[src/rtl/adder_share_arbiter_if.sv]
// Request/operand and result handshake bundle between NUM_REQ requesters and the
// shared-adder arbiter.
interface adder_share_arbiter_if #(
    parameter int N       = 32,
    parameter int NUM_REQ = 4
);
    localparam int IDW = (NUM_REQ > 1) ? $clog2(NUM_REQ) : 1;

    logic [NUM_REQ-1:0]   req_i;
    logic [NUM_REQ*N-1:0] a_i;
    logic [NUM_REQ*N-1:0] b_i;
    logic [NUM_REQ-1:0]   gnt_o;
    logic                 res_valid_o;
    logic                 res_ready_i;
    logic [N-1:0]         res_data_o;
    logic [IDW-1:0]       res_id_o;

    modport master (
        output req_i, a_i, b_i, res_ready_i,
        input  gnt_o, res_valid_o, res_data_o, res_id_o
    );

    modport slave (
        input  req_i, a_i, b_i, res_ready_i,
        output gnt_o, res_valid_o, res_data_o, res_id_o
    );
endinterface

[src/rtl/adder_share_arbiter.sv]
// One N-bit adder time-shared by NUM_REQ requesters: round-robin grant, registered
// sum plus winner ID behind a valid/ready result register.
module single_adder #(
    parameter int N = 32
) (
    input  logic [N-1:0] i_a,
    input  logic [N-1:0] i_b,
    output logic [N-1:0] o_y
);
    // Carry-out is intentionally discarded: the sum wraps modulo 2^N.
    assign o_y = i_a + i_b;
endmodule

module adder_share_arbiter #(
    parameter int N       = 32,
    parameter int NUM_REQ = 4
) (
    input  logic                  clk,
    input  logic                  rst,
    adder_share_arbiter_if.slave  bus
);
    localparam int             IDW      = (NUM_REQ > 1) ? $clog2(NUM_REQ) : 1;
    localparam logic [IDW-1:0] LAST_IDX = IDW'(NUM_REQ - 1);

    typedef enum logic {
        S_IDLE = 1'b0,
        S_HOLD = 1'b1
    } state_t;

    state_t               r_state;
    state_t               w_state_nxt;
    logic [IDW-1:0]       r_rr_ptr;
    logic [N-1:0]         r_sum_p1;
    logic [IDW-1:0]       r_id_p1;
    logic                 w_can_issue;
    logic                 w_issue;
    logic [NUM_REQ-1:0]   w_gnt;
    logic [IDW-1:0]       w_winner;
    logic [N-1:0]         w_opa_p0;
    logic [N-1:0]         w_opb_p0;
    logic [N-1:0]         w_sum_p0;

    // A slot is free when nothing is held or the held result leaves this cycle.
    assign w_can_issue = (r_state == S_IDLE) || ((r_state == S_HOLD) && bus.res_ready_i);

    always_comb begin
        int idx;
        w_gnt    = '0;
        w_winner = '0;
        w_issue  = 1'b0;
        idx      = 0;
        if (!rst && w_can_issue) begin
            for (int off = 0; off < NUM_REQ; off++) begin
                idx = int'(r_rr_ptr) + off;
                if (idx >= NUM_REQ) idx = idx - NUM_REQ;
                if (!w_issue && bus.req_i[idx]) begin
                    w_issue    = 1'b1;
                    w_winner   = IDW'(idx);
                    w_gnt[idx] = 1'b1;
                end
            end
        end
    end

    // Stage p0: winner's operands straight from the requester, no capture before grant.
    always_comb begin
        w_opa_p0 = '0;
        w_opb_p0 = '0;
        for (int k = 0; k < NUM_REQ; k++) begin
            if (w_gnt[k]) begin
                w_opa_p0 = bus.a_i[k*N +: N];
                w_opb_p0 = bus.b_i[k*N +: N];
            end
        end
    end

    single_adder #(.N(N)) u_adder (
        .i_a (w_opa_p0),
        .i_b (w_opb_p0),
        .o_y (w_sum_p0)
    );

    always_comb begin
        w_state_nxt = r_state;
        case (r_state)
            S_IDLE:  if (w_issue) w_state_nxt = S_HOLD;
            S_HOLD:  if (bus.res_ready_i && !w_issue) w_state_nxt = S_IDLE;
            default: w_state_nxt = S_IDLE;
        endcase
    end

    always_ff @(posedge clk or posedge rst) begin
        if (rst) r_state <= S_IDLE;
        else     r_state <= w_state_nxt;
    end

    always_ff @(posedge clk or posedge rst) begin
        if (rst) begin
            r_rr_ptr <= '0;
        end else if (w_issue) begin
            r_rr_ptr <= (w_winner == LAST_IDX) ? '0 : w_winner + 1'b1;
        end
    end

    // Stage p1: registered sum and winner ID.
    always_ff @(posedge clk or posedge rst) begin
        if (rst) begin
            r_sum_p1 <= '0;
            r_id_p1  <= '0;
        end else if (w_issue) begin
            r_sum_p1 <= w_sum_p0;
            r_id_p1  <= w_winner;
        end
    end

    assign bus.gnt_o       = w_gnt;
    assign bus.res_valid_o = (r_state == S_HOLD);
    assign bus.res_data_o  = r_sum_p1;
    assign bus.res_id_o    = r_id_p1;
endmodule

[src/flat_wrapper.sv]
// flat-port wrapper written by rule: the top's interface ports become plain ports
module adder_share_arbiter_flat 
#(
    parameter int N       = 32,
    parameter int NUM_REQ = 4
)
  (clk, rst, bus_req_i, bus_a_i, bus_b_i, bus_res_ready_i, bus_gnt_o, bus_res_valid_o, bus_res_data_o, bus_res_id_o);
  adder_share_arbiter_if #(.N(N), .NUM_REQ(NUM_REQ)) bus_i ();
  input  logic clk;
  input  logic rst;
  input wire logic [$bits(bus_i.req_i)-1:0] bus_req_i;
  input wire logic [$bits(bus_i.a_i)-1:0] bus_a_i;
  input wire logic [$bits(bus_i.b_i)-1:0] bus_b_i;
  input wire logic [$bits(bus_i.res_ready_i)-1:0] bus_res_ready_i;
  output wire logic [$bits(bus_i.gnt_o)-1:0] bus_gnt_o;
  output wire logic [$bits(bus_i.res_valid_o)-1:0] bus_res_valid_o;
  output wire logic [$bits(bus_i.res_data_o)-1:0] bus_res_data_o;
  output wire logic [$bits(bus_i.res_id_o)-1:0] bus_res_id_o;
  assign bus_i.req_i = bus_req_i;
  assign bus_i.a_i = bus_a_i;
  assign bus_i.b_i = bus_b_i;
  assign bus_i.res_ready_i = bus_res_ready_i;
  assign bus_gnt_o = bus_i.gnt_o;
  assign bus_res_valid_o = bus_i.res_valid_o;
  assign bus_res_data_o = bus_i.res_data_o;
  assign bus_res_id_o = bus_i.res_id_o;
  adder_share_arbiter #(.N(N), .NUM_REQ(NUM_REQ)) u_core (.clk(clk), .rst(rst), .bus(bus_i));
endmodule
[config.mk]
export PLATFORM = sky130hd
export DESIGN_NAME = adder_share_arbiter_flat
export DESIGN_NICKNAME = d
export VERILOG_FILES = /design/src/rtl/adder_share_arbiter_if.sv /design/src/rtl/adder_share_arbiter.sv /design/src/flat_wrapper.sv
export SDC_FILE = /design/constraint.sdc
export NUM_CORES = 1
export LEC_CHECK = 0
export ABC_AREA = 1
export BUFFER_PORTS_ARGS = -buffer_cell sky130_fd_sc_hd__buf_4
export CORE_MARGIN = 4
export CORE_UTILIZATION = 47
export DETAILED_ROUTE_END_ITERATION = 6
export GPL_TIMING_DRIVEN = 0
export MAX_ROUTING_LAYER = met4
export PLACE_DENSITY = 0.8
export SLEW_MARGIN = 15
export SYNTH_ARGS = -nofsm -noshare
export SYNTH_HDL_FRONTEND = slang
export SYNTH_SLANG_ARGS = --single-unit
[constraint.sdc]
create_clock -name clk -period 5.67 [get_ports clk]
set_input_delay 0.2835 -clock clk [delete_from_list [all_inputs] [get_ports clk]]
set_output_delay 0.2835 -clock clk [all_outputs]
set_load 0.03 [all_outputs]
# Word level (Yosys, flattened, before mapping)
# Index checks and enable logic that the tools add are counted.
# Widths: inputs -> output; s select.
[word_totals]
reg_bits = 37
input_bits = 263
output_inout_bits = 39
wordCells = 107
[op_classes]
add_sub_neg = 9
n_lt_le_gt_ge = 12
eq_ne = 1
muxes = 61
n_bitwise = 4
reduce_logical = 16
[ops]
columns = ["operator", "count"]
rows = [
  ["$mux 32", 16],
  ["$ge 32x1->1 const B", 4],
  ["$lt 32x4->1 const B", 4],
  ["$ge 32x4->1 const B", 3],
  ["$sub 32x4->32 const B", 3],
  ["$add 32x32->32", 1],
  ["$mux 4", 8],
  ["$mux 1", 22],
  ["$mux 2", 6],
  ["$or 4x4->4", 3],
  ["$logic_and 1x1->1", 10],
  ["$bmux 1 s2", 4],
  ["$demux 1 s2", 4],
  ["$add 2x2->3 const B", 2],
  ["$logic_not 1->1", 5],
  ["$sub 2x3->4 const B", 1],
  ["$add 2x1->3 const B", 1],
  ["$ge 2x3->1 const B", 1],
  ["$add 2x1->2 const B", 1],
  ["$eq 2x2->1 const B", 1],
  ["$pmux 1 s2", 1],
  ["$logic_or 1x1->1", 1],
  ["$not 1->1", 1],
]

# Logic depth before layout (Yosys ltp)
[depth]
depth_word = 26
mapped_depth = 31
depth_no_buf = 30

# By module
# A second synthesis with hierarchy kept.
[hier_totals]
hier_cells = 1510
area_unflattened_um2 = 7828.8
[modules_own_cells]
columns = ["mod", "instances", "cells_each", "area_each_um2", "seq_area_each_um2"]
rows = [
  ["adder_share_arbiter", 1, 1016, 5444.0, 925.9],
  ["single_adder", 1, 494, 2384.8, 0.0],
]

# Worst setup path after synthesis
# No wires, ideal clock.
[synth_path]
path_kind = "input port to flip-flop"
start = "input port rst"
end = "register u_core.r_sum_p1[22] (netlist: u_core.bus.res_data_o[22])"
setup_ns = 0.134
arrival_ns = 3.885
t_required_ns = 5.536
path_slack_ns = 1.651
path_stages = 20
n_path_buf = 2
path_cell_list = "inv_1 > o21ai_0 > inv_2 > nand2_1 > buf_6 > buf_2 > o21ai_0 > o21ai_2 > ha_1 > fa_1 > nand2_1 > nand2_1 > o21ai_0 > o21ai_0 > nand3_1 > nand3_1 > a21boi_0 > o21ai_0 > xnor2_1 > o21ai_0"
[synth_between]
elab_chain_cells = 8
[synth_lines]
columns = ["element", "line", "source"]
rows = [
  ["start: declaration", "flat_wrapper.sv:10", "input logic rst;"],
  ["$logic_not 1->1 (*)", "adder_share_arbiter.sv:52", "if (!rst && w_can_issue) begin"],
  ["$logic_and 1x1->1 (*)", "adder_share_arbiter.sv:52", ""],
  ["$mux 4", "adder_share_arbiter.sv:52", ""],
  ["$mux 32 (4 in series)", "adder_share_arbiter.sv:70", "if (w_gnt[k]) begin"],
  ["$add 32x32->32", "adder_share_arbiter.sv:11", "assign o_y = i_a + i_b;"],
  ["end signal: assignment", "adder_share_arbiter.sv:111", "r_sum_p1 <= w_sum_p0;"],
  ["end: declaration", "adder_share_arbiter.sv:33", "logic [N-1:0] r_sum_p1;"],
]
# Every way passes the cells marked *; elsewhere a longest branch is shown, timed or not.
# A chain may end at the register's enable or synchronous reset.

# Worst setup path after layout
[layout_path]
start = "register u_core.r_rr_ptr[0]"
end = "register u_core.r_sum_p1[22] (netlist: u_core.bus.res_data_o[22])"
[layout_between]
elab_chain_cells = 25
[layout_lines]
columns = ["element", "line", "source"]
rows = [
  ["start: declaration", "adder_share_arbiter.sv:32", "logic [IDW-1:0] r_rr_ptr;"],
  ["start signal: assignment", "adder_share_arbiter.sv:101", "r_rr_ptr <= (w_winner == LAST_IDX) ? '0 : w_winner + 1'b1;"],
  ["branches (longest 25 deep; another with $sub 32x4->32)", "--", ""],
]
# Several ways; the timed one is not identified. The select of a mux whose other input is x is not followed.

==> results.md <==
* Status: completed
* Number of setup buffers added after CTS at 0
* Syn_nets at 1233
* Die area at 0.0139 mm²
* HP Class: in2async
* Root Buffer Master: clkbuf_16
* Vias at 7639
* WL/cell at 17.5 µm
* Syn Area/Cell at 6.10 µm²
* Router iterations before antenna repair at 5
* Core Area at 0.0117 mm²
* Synth Area in XOR/XNOR at 3.23%
* Grt total ovfl at 0
* Post-CTS Resized at 0
* Worst VDD drop at 261 µV
* Initial antenna violation count at 0
* Antenna-violating nets left at 0
* RSZ-0062 raised after global routing: no
* CTS Buffer Depth at 2
* Ratio of cells with drive above 1 in the final layout at 33.5%
* WL final at 24.2 mm
* NumNets Final at 1541
* CP arrival at 5180 ps
* Crit Reg-Reg Startpoint: u_core.r_rr_ptr[0]
* Finish-stage setup viols at 0
* DP Worst Slack at 714 ps
* Post-synthesis cell area at 0.00570 mm²
* Largest family of logic cells by synthesized area: simple AND/OR/NAND/NOR gates
* Commonest cells after routing, fill and taps aside: 340 x nand2_1, 309 x buf_4, 87 x o21ai_0
* Leakage power at 4.43 nW
* Slowest cell on the critical path: dfrtp_1
* Final Skew at 1.61 ps
* Largest cells by area after synthesis: nand2_1 22%, dfrtp_1 16%, ha_1 7.7%
* Period utilisation layout at 88.7%
* Total power at 5.25 mW
* Number of port buffers at 301
* Worst Tran Pin Value at 734 ps
* DPL Wire Length at 20.7 mm
* DP Area at 0.00814 mm²
* Starting Density at 48.8%
* CP Data Required Time at 5820 ps
* Startpoint Class: flop
* Clk Latency, worst-skew pair at 280 ps
* Vias in the first global route at 7130
* Post-synth top area share at 22.4%
* CTS H-tree lvls at 2
* Die Wd at 118 µm
* Mapped Cells at 934
* Ys Warns at 0
* CTS Sinks at 37
* Slew Limit Fails at 0
* Post-synthesis mux area share at 0%
* Crit-path max FO at 10
* Adder-Cell Fraction of Synth Area at 8.04%
* Die height at 118 µm
* CP dominant cell by count: nand2_1
* Max Clk Rate at 199 MHz
* CP startpoint: u_core.r_rr_ptr[0]
* Top cell type by total area after synthesis: nand2_1
* Yosys cell types at 49
* Max-cap violations at 0
* Clock transition at path regs at 50 ps
* Antenna cells at 0
* Seq/Total Area, Yosys at 16.3%
* Final hold violations at 0
* I/O pins at 302
* Design area at 0.00828 mm²
* Largest net degree at the start of global routing at 39
* Site Rows at 39
* GP Congestion at 0.973
* Setup TNS at 0 ps
* Synth Area in Simple Gates at 34.7%
* Setup CP Type: reg2reg
* Post-synthesis register bit count at 37
* Final Instance Count excl. Fillers at 1385
* Compound-cell area share of the yosys netlist at 28.9%
* Rel. slew slack at 51.0%
* Fillers at 1067
* Slowest cell delay on critical path at 530 ps
* CTS tree: yes
* Commonest non-fill, non-tap cell in the layout: nand2_1
* Via-per-instance ratio at 5.52
* Hold_buf cts at 0
* Placed cells at 1378
* Drt first-iter violations at 948
* CTS Buf Count at 5
* Total GRT Usage at 34.0%
* Power density cells at 634 mW/mm²
* Final setup margin at 641 ps
* Synth-to-layout area growth at 45.4%
* Worst Setup End Kind: flop
* Final min period at 5030 ps
* Post-route DRC violation count at 0
* First-pass GRT wire length at 37.2 mm
==> worst paths after layout <==
check / slack [ps] / end / depth (start not counted)
hold / removal: 140 / u_core.bus.res_data_o[24] / 2
setup / recovery: 640 / u_core.bus.res_data_o[22] / 26
setup reg to reg: 640 / u_core.bus.res_data_o[22] / 26
max in group asynchronous: 5060 / u_core.bus.res_data_o[3] / 2
min in group clk: 220 / u_core.bus.res_valid_o / 2
hold reg to reg: 480 / u_core.bus.res_data_o[27] / 2
==> metrics by stage <==
stage	hold slack, ps	utilization, %
finish	137	71.0
global route	208	71.0
CTS	166	71.0
detailed placement	456	69.8
global placement	465	69.8
floorplan	391	-
==> cell type report <==
class / count / area [µm²] / area share (%)
multi-input combinational: 795 / 4260 / 51.5
timing repair buffer: 301 / 2260 / 27.3
sequential: 37 / 926 / 11.2
buffer: 44 / 285 / 3.44
inverter: 58 / 221 / 2.67
tap: 143 / 179 / 2.16
clock buffer: 6 / 139 / 1.68
clock inverter: 1 / 7.51 / 0.0906
==> state kept, by name, indices dropped and copies added, names as in the netlist <==
name / flops
u_core.r_rr_ptr: 2
u_core.bus.res_valid_o: 1
u_core.bus.res_id_o: 2
u_core.bus.res_data_o: 32
==> Yosys cell counts, drive strengths merged <==
cell type	count
nand2	350
o21ai	149
a21oi	86
inv	57
nor2	45
nand3	44
dfrtp	37
buf	35
ha	35
o211ai	13
xor2	11
xnor2	10
clkbuf	9
nand4	9
a31oi	8
nor3	5
a21boi	4
a21o	3
a221oi	3
a22oi	3
or2	3
a211oi	2
a22o	2
nand3b	2
nor4	2
o31ai	2
clkinv	1
fa	1
o2111ai	1
o21a	1
o21bai	1
==> per-layer routing <==
metal | global-route usage, % | vias to the layer above | share of wire (%)
li1 | - | 3760 | -
met1 | 46.9 | 3456 | 43
met2 | 52.7 | 385 | 46
met3 | 5.48 | 38 | 9.4
met4 | 6.96 | 0 | 1.9
met5 | - | - | 0
==> power by group <==
group / switching (mW) / internal, mW / leakage, nW
clock: 0.102 / 0.172 / 0.0690
combinational: 2.90 / 1.60 / 3.90
sequential: 0.0847 / 0.389 / 0.466
==> worst max-delay path: cells and delay by family (launching register included) <==
kind | cells | cell delay, ps
flip-flops | 1 | 530
buffers and inverters | 5 | 900
XOR/XNOR | 1 | 160
AND/OR/NAND/NOR | 11 | 1080
adder cells (fa/ha/maj) | 3 | 1100
AO/OA/AOI/OAI | 6 | 1110
==> logic make-up (layout without fill, tap and decap cells) <==
kind of cell,after synthesis,after routing
AND/OR/NAND/NOR,460,460
buffers and inverters,102,410
flip-flops,37,37
adder cells (fa/ha/maj),36,36
XOR/XNOR,21,21
AO/OA/AOI/OAI,278,278
Note: power is estimated with default switching activity, not from simulation.
